**src/rtl/ball_motion_ctrl.sv**
```systemverilog
// ball_motion_ctrl
//   Owns the circle centre for the VGA image generator. Once per frame (at the
//   start of vertical blanking) the centre is stepped by STEP_X/STEP_Y in the
//   current direction. It bounces off the edges so that the whole circle of
//   RADIUS stays on screen.
//
// Ports
//   clk25      in   25 MHz pixel clock
//   reset      in   asynchronous, active-high reset
//   Vactive    in   vertical active window from the sync generator
//   enable     in   1 = motion allowed, 0 = freeze at the current position
//   pause      in   1 = ignore frame ends (the divider holds its count)
//   CircleCol  out  centre column (10 bits)
//   CircleRow  out  centre row (9 bits)
//   bounce     out  one-cycle pulse when an update hit one or more walls
//   dir        out  {dir_y, dir_x}; 0 = increasing, 1 = decreasing
//
// Optional build macro
//   BALL_SPEEDUP_EN : both step sizes grow by 1 (saturating at 15) on every
//                     4th bounce pulse.

module ball_motion_ctrl #(
  parameter int unsigned H_RES     = 640,
  parameter int unsigned V_RES     = 480,
  parameter int unsigned RADIUS    = 30,
  parameter int unsigned STEP_X    = 2,
  parameter int unsigned STEP_Y    = 1,
  parameter int unsigned FRAME_DIV = 1,
  parameter int unsigned START_COL = 320,
  parameter int unsigned START_ROW = 240
) (
  input  logic       clk25,
  input  logic       reset,
  input  logic       Vactive,
  input  logic       enable,
  input  logic       pause,
  output logic [9:0] CircleCol,
  output logic [8:0] CircleRow,
  output logic       bounce,
  output logic [1:0] dir
);

  localparam logic [10:0] COL_MIN  = 11'(RADIUS);
  localparam logic [10:0] COL_MAX  = 11'(H_RES - 1 - RADIUS);
  localparam logic [9:0]  ROW_MIN  = 10'(RADIUS);
  localparam logic [9:0]  ROW_MAX  = 10'(V_RES - 1 - RADIUS);
  localparam logic [7:0]  DIV_LAST = 8'(FRAME_DIV - 1);

  typedef enum logic [1:0] {S_IDLE, S_WAIT, S_STEP_X, S_STEP_Y} state_t;

  state_t      state_q, state_d;
  logic        vactive_q, vactive_d;
  logic [7:0]  div_q, div_d;
  logic [9:0]  col_q, col_d;
  logic [8:0]  row_q, row_d;
  logic        dir_x_q, dir_x_d;
  logic        dir_y_q, dir_y_d;
  logic        hit_x_q, hit_x_d;
  logic        bounce_q, bounce_d;

  logic        tick, count_en, fire, hit_y;
  logic [10:0] col_sum, col_lim;
  logic [9:0]  row_sum, row_lim;
  logic [3:0]  step_x, step_y;

`ifdef BALL_SPEEDUP_EN
  logic [3:0] step_x_q, step_x_d;
  logic [3:0] step_y_q, step_y_d;
  logic [1:0] bcnt_q, bcnt_d;

  assign step_x = step_x_q;
  assign step_y = step_y_q;

  always_comb begin
    step_x_d = step_x_q;
    step_y_d = step_y_q;
    bcnt_d   = bcnt_q;
    if (bounce_q) begin
      bcnt_d = bcnt_q + 2'd1;
      // Counter wraps on this pulse: every 4th bounce speeds the ball up.
      if (bcnt_q == 2'd3) begin
        if (step_x_q != 4'd15) step_x_d = step_x_q + 4'd1;
        if (step_y_q != 4'd15) step_y_d = step_y_q + 4'd1;
      end
    end
  end

  always_ff @(posedge clk25 or posedge reset) begin
    if (reset) begin
      step_x_q <= 4'(STEP_X);
      step_y_q <= 4'(STEP_Y);
      bcnt_q   <= '0;
    end else begin
      step_x_q <= step_x_d;
      step_y_q <= step_y_d;
      bcnt_q   <= bcnt_d;
    end
  end
`else
  assign step_x = 4'(STEP_X);
  assign step_y = 4'(STEP_Y);
`endif

  // Falling edge of Vactive marks the start of vertical blanking.
  assign tick     = vactive_q & ~Vactive;
  assign count_en = tick & enable & ~pause;
  assign fire     = count_en & (div_q == DIV_LAST);

  // One extra bit of headroom so the bound tests never wrap.
  assign col_sum = {1'b0, col_q} + 11'(step_x);
  assign col_lim = COL_MIN + 11'(step_x);
  assign row_sum = {1'b0, row_q} + 10'(step_y);
  assign row_lim = ROW_MIN + 10'(step_y);

  always_comb begin
    state_d   = state_q;
    vactive_d = Vactive;
    div_d     = div_q;
    col_d     = col_q;
    row_d     = row_q;
    dir_x_d   = dir_x_q;
    dir_y_d   = dir_y_q;
    hit_x_d   = hit_x_q;
    bounce_d  = 1'b0;
    hit_y     = 1'b0;

    if (count_en) begin
      div_d = fire ? '0 : div_q + 8'd1;
    end

    unique case (state_q)
      S_IDLE: begin
        if (enable) state_d = S_WAIT;
      end
      S_WAIT: begin
        if (!enable)   state_d = S_IDLE;
        else if (fire) state_d = S_STEP_X;
      end
      S_STEP_X: begin
        hit_x_d = 1'b0;
        if (!dir_x_q) begin
          if (col_sum > COL_MAX) begin
            col_d   = COL_MAX[9:0];
            dir_x_d = 1'b1;
            hit_x_d = 1'b1;
          end else begin
            col_d = col_sum[9:0];
          end
        end else begin
          if ({1'b0, col_q} < col_lim) begin
            col_d   = COL_MIN[9:0];
            dir_x_d = 1'b0;
            hit_x_d = 1'b1;
          end else begin
            col_d = col_q - 10'(step_x);
          end
        end
        state_d = S_STEP_Y;
      end
      S_STEP_Y: begin
        if (!dir_y_q) begin
          if (row_sum > ROW_MAX) begin
            row_d   = ROW_MAX[8:0];
            dir_y_d = 1'b1;
            hit_y   = 1'b1;
          end else begin
            row_d = row_sum[8:0];
          end
        end else begin
          if ({1'b0, row_q} < row_lim) begin
            row_d   = ROW_MIN[8:0];
            dir_y_d = 1'b0;
            hit_y   = 1'b1;
          end else begin
            row_d = row_q - 9'(step_y);
          end
        end
        // A corner hit still produces a single pulse.
        bounce_d = hit_x_q | hit_y;
        state_d  = enable ? S_WAIT : S_IDLE;
      end
      default: state_d = S_IDLE;
    endcase
  end

  always_ff @(posedge clk25 or posedge reset) begin
    if (reset) begin
      state_q   <= S_IDLE;
      vactive_q <= 1'b0;
      div_q     <= '0;
      col_q     <= 10'(START_COL);
      row_q     <= 9'(START_ROW);
      dir_x_q   <= 1'b0;
      dir_y_q   <= 1'b0;
      hit_x_q   <= 1'b0;
      bounce_q  <= 1'b0;
    end else begin
      state_q   <= state_d;
      vactive_q <= vactive_d;
      div_q     <= div_d;
      col_q     <= col_d;
      row_q     <= row_d;
      dir_x_q   <= dir_x_d;
      dir_y_q   <= dir_y_d;
      hit_x_q   <= hit_x_d;
      bounce_q  <= bounce_d;
    end
  end

  assign CircleCol = col_q;
  assign CircleRow = row_q;
  assign bounce    = bounce_q;
  assign dir       = {dir_y_q, dir_x_q};

endmodule

```
**config.mk**
```make
export PLATFORM = sky130hd
export DESIGN_NAME = ball_motion_ctrl
export DESIGN_NICKNAME = d
export VERILOG_FILES = /design/src/rtl/ball_motion_ctrl.sv
export SDC_FILE = /design/constraint.sdc
export NUM_CORES = 1
export LEC_CHECK = 0
export CORE_ASPECT_RATIO = 1.2
export CORE_UTILIZATION = 50
export DETAILED_ROUTE_END_ITERATION = 6
export PLACE_DENSITY_LB_ADDON = 0.15
export SYNTH_ARGS = -nofsm -noshare
export SYNTH_HDL_FRONTEND = slang
export SYNTH_SLANG_ARGS = --single-unit
export TNS_END_PERCENT = 30
```
**constraint.sdc**
```tcl
create_clock -name clk25 -period 3.8 [get_ports clk25]
set_input_delay 0.76 -clock clk25 [delete_from_list [all_inputs] [get_ports clk25]]
set_output_delay 0.76 -clock clk25 [all_outputs]
set_load 0.1 [all_outputs]
```
# After elaboration in Yosys (flattened, before gate mapping)
# Index checks and enable logic that the tools add are counted.
[totals] mem_bits_rw=0 elab_cells=57 ff_bits=34 inputBits=5 memories=0 out_inout_bits=22 rom_bits=0 latch_bits=0
[classes] n_bitwise=7 addsub=5 n_eq_ne=5 reduce_logical=3 mul=0 shift=0 n_mux=24 div_mod_pow=0 magnitude_cmp=4
[op_table] operator="10-bit two-way mux" n=3
[op_table] operator="9-bit two-way mux" n=3
[op_table] operator="1-bit two-way mux" n=13
[op_table] operator="10-bit by 2-bit adder with 11-bit output, second input constant" n=1
[op_table] operator="11-bit by 10-bit greater-than comparator with 1-bit output, second input constant" n=1
[op_table] operator="9-bit by 1-bit adder with 10-bit output, second input constant" n=1
[op_table] operator="10-bit by 9-bit greater-than comparator with 1-bit output, second input constant" n=1
[op_table] operator="10-bit by 6-bit < comparator with 1-bit output, second input constant" n=1
[op_table] operator="10-bit by 2-bit subtractor with 10-bit output, second input constant" n=1
[op_table] operator="9-bit by 5-bit < comparator with 1-bit output, second input constant" n=1
[op_table] operator="9-bit by 1-bit subtractor with 9-bit output, second input constant" n=1
[op_table] operator="8-bit by 1-bit adder with 8-bit output, second input constant" n=1
[op_table] operator="8-bit logical NOT" n=1
[op_table] operator="8-bit two-way mux" n=1
[op_table] operator="2-bit case mux with 4 select lines" n=1
[op_table] operator="2-bit two-way mux" n=3
[op_table] operator="1-bit AND" n=4
[op_table] operator="2-bit equality test, second input constant" n=2
[op_table] operator="3-bit != test, second input constant" n=1
[op_table] operator="2-bit by 1-bit equality test with 1-bit output, second input constant" n=1
[op_table] operator="2-bit logical NOT" n=1
[op_table] operator="2-bit != test, second input constant" n=1
[op_table] operator="1-bit NOT" n=2
[op_table] operator="2-bit AND reduction" n=1
[op_table] operator="1-bit OR" n=1

# Depth between registers and ports, before layout
[logic_depth] word_depth=8 ltp_mapped=9 depth_no_buf=8

# Least setup slack after synthesis
# Ideal clock, no wire load.
[synth_timing] kind="register -> register" from="register col_q[1] (netlist: CircleCol[1])" to="register col_q[0] (netlist: CircleCol[0])" t_arrival_ns=2.734 setup_slack_ns=0.939 n_path_buf=1 path_stages_with_launch=9 required_ns=3.673 synth_period_minus_slack_ns=2.861 setup_ns=0.127 path_cell_list="dfrtp_1 ha_1 buf_2 nand3_1 or4b_1 nand2_1 or2_2 nand2_1 a221o_1"
[synth_via] elab_chain_cells=4 elab_cells_between_ends=6 classes_between="add/sub: 1; order compare: 2; mux: 3"
[synth_lines] item="start, declared" line_no="54" source="logic [9:0] col_q, col_d;"
[synth_lines] item="start signal, assigned" line_no="191" source="col_q <= 10'(START_COL);"
[synth_lines] item="start signal, assigned" line_no="201" source="col_q <= col_d;"
[synth_lines] item="10-bit by 2-bit adder with 11-bit output" line_no="110" source="assign col_sum = {1'b0, col_q} + 11'(step_x);"
[synth_lines] item="11-bit by 10-bit greater-than comparator with 1-bit output" line_no="142" source="if (col_sum > COL_MAX) begin"
[synth_lines] item="10-bit two-way mux" line_no="142"
[synth_lines] item="10-bit two-way mux (*)" line_no="141" source="if (!dir_x_q) begin"
# Every way passes the cells marked *; elsewhere a longest branch is shown, timed or not.
# A chain may end at the register's enable or synchronous reset.

# Final worst setup path
[layout_timing] from="register row_q[5] (netlist: CircleRow[5])" to="output port CircleRow[5]"
[layout_lines] item="start, declared" line_no="55" source="logic [8:0] row_q, row_d;"
[layout_lines] item="start signal, assigned" line_no="192" source="row_q <= 9'(START_ROW);"
[layout_lines] item="start signal, assigned" line_no="202" source="row_q <= row_d;"
[layout_lines] item="end, declared" line_no="38" source="output logic [8:0] CircleRow,"
# No word-level cell between the ends.

==> reports/results.txt <==
Status - completed
Num CTS Buffers - 5
Sw Pwr - 0.000719 W
Slowest stage delay, CP - 1180 ps
Initial core utilization - 52.3%
Routability Congestion - 0.909
Worst Path Class, Setup - register to output port
Worst path slowest cell - clkdlybuf4s50_1
Area post-placement - 2780 µm²
DR vias - 2442
Final Non-Filler Cells - 387
TritonCTS clock tree - done
HPWL after DPL - 4190 µm
Leak - 1.14 nW
Design Power - 0.00151 W
Number of distinct library cells after synthesis - 66
IO Count - 27
CTS H-tree lvls - 2
Clock latency on the worst-skew pair - 280 ps
Gr ovfl total - 0
WP buf/inv - 1
Mapped Area - 2580 µm²
Worst Hold End - div_q[7]
CTS sink cnt - 34
Die Ht - 80.7 µm
Number of synthesized register bits - 34
Levels on crit path - 1
Nets - 339
Met1 Wirelength - 2690 µm
Max transition margin - 35.5%
RSZ-0062 raised after global routing - false
# port buffers - 26
Comb pwr share - 45.0%
Total wire length - 6030 µm
DR vias/cell - 6.31
IR drop worst, VDD - 0.000257 V
Post-synth ARST share - 100%
Worst Path Max Fanout - 12
Hold path depth - 1
FILL cells - 469
CP Cell Sequence - clkdlybuf4s50_1
WP data arrival - 2150 ps
DRC - 0
Hold Startpoint - div_q[7]
Post-synthesis cell count - 320
Syn_nets - 333
Seq/Total Area, Yosys - 33.3%
All-Layer GR Usage - 23.7%
Reg-to-Reg End - CircleCol[0]
Row count - 28
Initial antenna violation count - 0
Fraction of layout cells with a size suffix above 1 - 7.95%
Top post-synthesis cells by area - dfrtp_1 27%, dfstp_2 6.1%, nand2_1 5.4%
Reg2reg start - CircleCol[1]
Internal reg-to-reg setup slack - 1150 ps
WL/cell - 15.6 µm
Global-route wire length before repair - 9820 µm
Core box area - 4940 µm²
Startpoint class of the critical path - register
P_int - 0.000796 W
Placed cell count - 379
Clk pwr share - 18.1%
1st-iter DRT viols - 177
Final worst path period need - 2910 ps
Seq. cell area - 858 µm²
CTS Buffer Depth - 2
Antenna cells - 0
Cell taking the most area after synthesis - dfrtp_1
WL met2 - 2940 µm
Synth cell count leaders - 37 x nand2_1, 28 x dfrtp_1, 24 x nor2_1
Total Neg Setup Slack - 0 ps
Final hold vios - 0
Flop pwr share - 36.9%
Hold_buf cts - 0
Switching Fraction - 47.5%
Number of synthesized flops with an enable pin - 0
Max-cap violations - 0
F_max - 343 MHz
Setup Fix Bufs, Post-CTS - 0
DR pass1 iterations - 5
Fin area - 2870 µm²
Hold WS - 472 ps
YS warnings - 0
CP top delay family - buffers and inverters
Die area - 5450 µm²
Required time worst endpoint - 3040 ps
Crit path capture type - output port
Final period util - 76.6%
Post_cts resized - 0
Yosys top cell area share - 27.1%
Worst hold-check path type - register to register
Pin count of the biggest net entering global routing - 35
Number of global-route vias before repair - 2084
Area growth, synth to finish - 11.3%
Post-Syn Area per Cell - 8.07 µm²
DIE WIDTH - 67.6 µm
CTS clk-pin slew, worst paths - 70 ps
Measured slew at the worst slew-check pin - 965 ps
Worst-case reg-to-reg path depth - 7
Cell area power density - 527 nW/µm²
Finish-stage setup viols - 0
CTS root buffer - clkbuf_8
Routed met3 length - 265 µm
Top layer used by detailed routing - met4
Main flop type after synthesis - dfrtp_1
Count leader, synth - nand2_1
Slew Limit Fails - 0
Fin Clk Skew - 4.36 ps
Multi-input gate area - 1530 µm²
ANT nets after route - 0
stage by stage:
step                      util, %  setup WS (ps)
after CTS                    58.2            902
after detailed placement     56.3            988
after global routing         58.2            810
final                        58.2            889
after floorplan                 -            939
after global placement       56.3           1020
power by group through the flow:
stage	Clock, W	Sequential, W	Combinational (W)
3_5_place_dp	0	0.000562	0.000680
4_1_cts	0.000282	0.000556	0.000683
3_3_place_gp	0	0.000559	0.000677
5_1_grt	0.000301	0.000574	0.000738
6_report	0.000275	0.000559	0.000681
2_1_floorplan	0	0.000727	0.000378
layout by cell type, fill, tap and decap left out, types with 3 or more instances in the layout:
| cell type | n |
|---|---|
| a21o_1 | 4 |
| a21oi_1 | 21 |
| a31oi_1 | 3 |
| and3_1 | 3 |
| buf_4 | 7 |
| clkbuf_8 | 6 |
| clkdlybuf4s50_1 | 21 |
| dfrtp_1 | 28 |
| dfstp_2 | 6 |
| ha_1 | 8 |
| inv_1 | 14 |
| nand2_1 | 37 |
| nand2b_1 | 3 |
| nand3_1 | 13 |
| nand4_1 | 7 |
| nor2_1 | 24 |
| nor2b_1 | 4 |
| nor3_1 | 8 |
| nor4_1 | 4 |
| nor4b_1 | 3 |
| o211ai_1 | 3 |
| o21ai_0 | 17 |
| o21ai_1 | 3 |
| o221ai_1 | 3 |
| o22ai_1 | 6 |
| o31a_1 | 3 |
| o31ai_1 | 4 |
| o32ai_1 | 4 |
| or3_1 | 3 |
| or4_1 | 5 |
| xnor2_1 | 5 |
| xor2_1 | 5 |
cell families after synthesis:
family	count (synthesis)	synth area share [%]
xor+xnor	10	3.39
flops	34	33.3
buf+inv	43	7.37
simple gates	128	25.9
compound gates	95	25.4
fa+ha+maj	9	4.31
mux	1	0.388
layer usage:
| metal | vias up | GRT usage, % |
|---|---|---|
| met4 | 0 | 8.09 |
| li1 | 1191 | - |
| met3 | 13 | 4.55 |
| met1 | 1167 | 30.9 |
| met2 | 71 | 38.3 |
| met5 | - | 0 |
final cells by class:
cell class                      count  area share [%]
Multi-Input combinational cell    243            53.4
Sequential cell                    34            29.9
Timing Repair Buffer               28            9.15
Clock buffer                        7            3.01
Tap cell                           60            2.61
Inverter                           14            1.83
Clock inverter                      1           0.174
registers in the layout (all words and copies together) (netlist names), named ones only:
register / count
dir_x_q: 1
bounce: 1
dir_y_q: 1
CircleCol: 10
div_q: 8
state_q: 1
vactive_q: 1
hit_x_q: 1
CircleRow: 9
worst max path at each step:
stage	start	endpoint	slack [ps]
3_3_place_gp	enable	state_q[0]	1020
6_report	CircleRow[5]	CircleRow[5]	890
4_1_cts	CircleRow[5]	CircleRow[5]	900
2_1_floorplan	CircleCol[1]	CircleCol[0]	940
3_5_place_dp	enable	state_q[0]	990
5_1_grt	CircleRow[2]	CircleRow[2]	810
(Power assumes the default switching activity.)
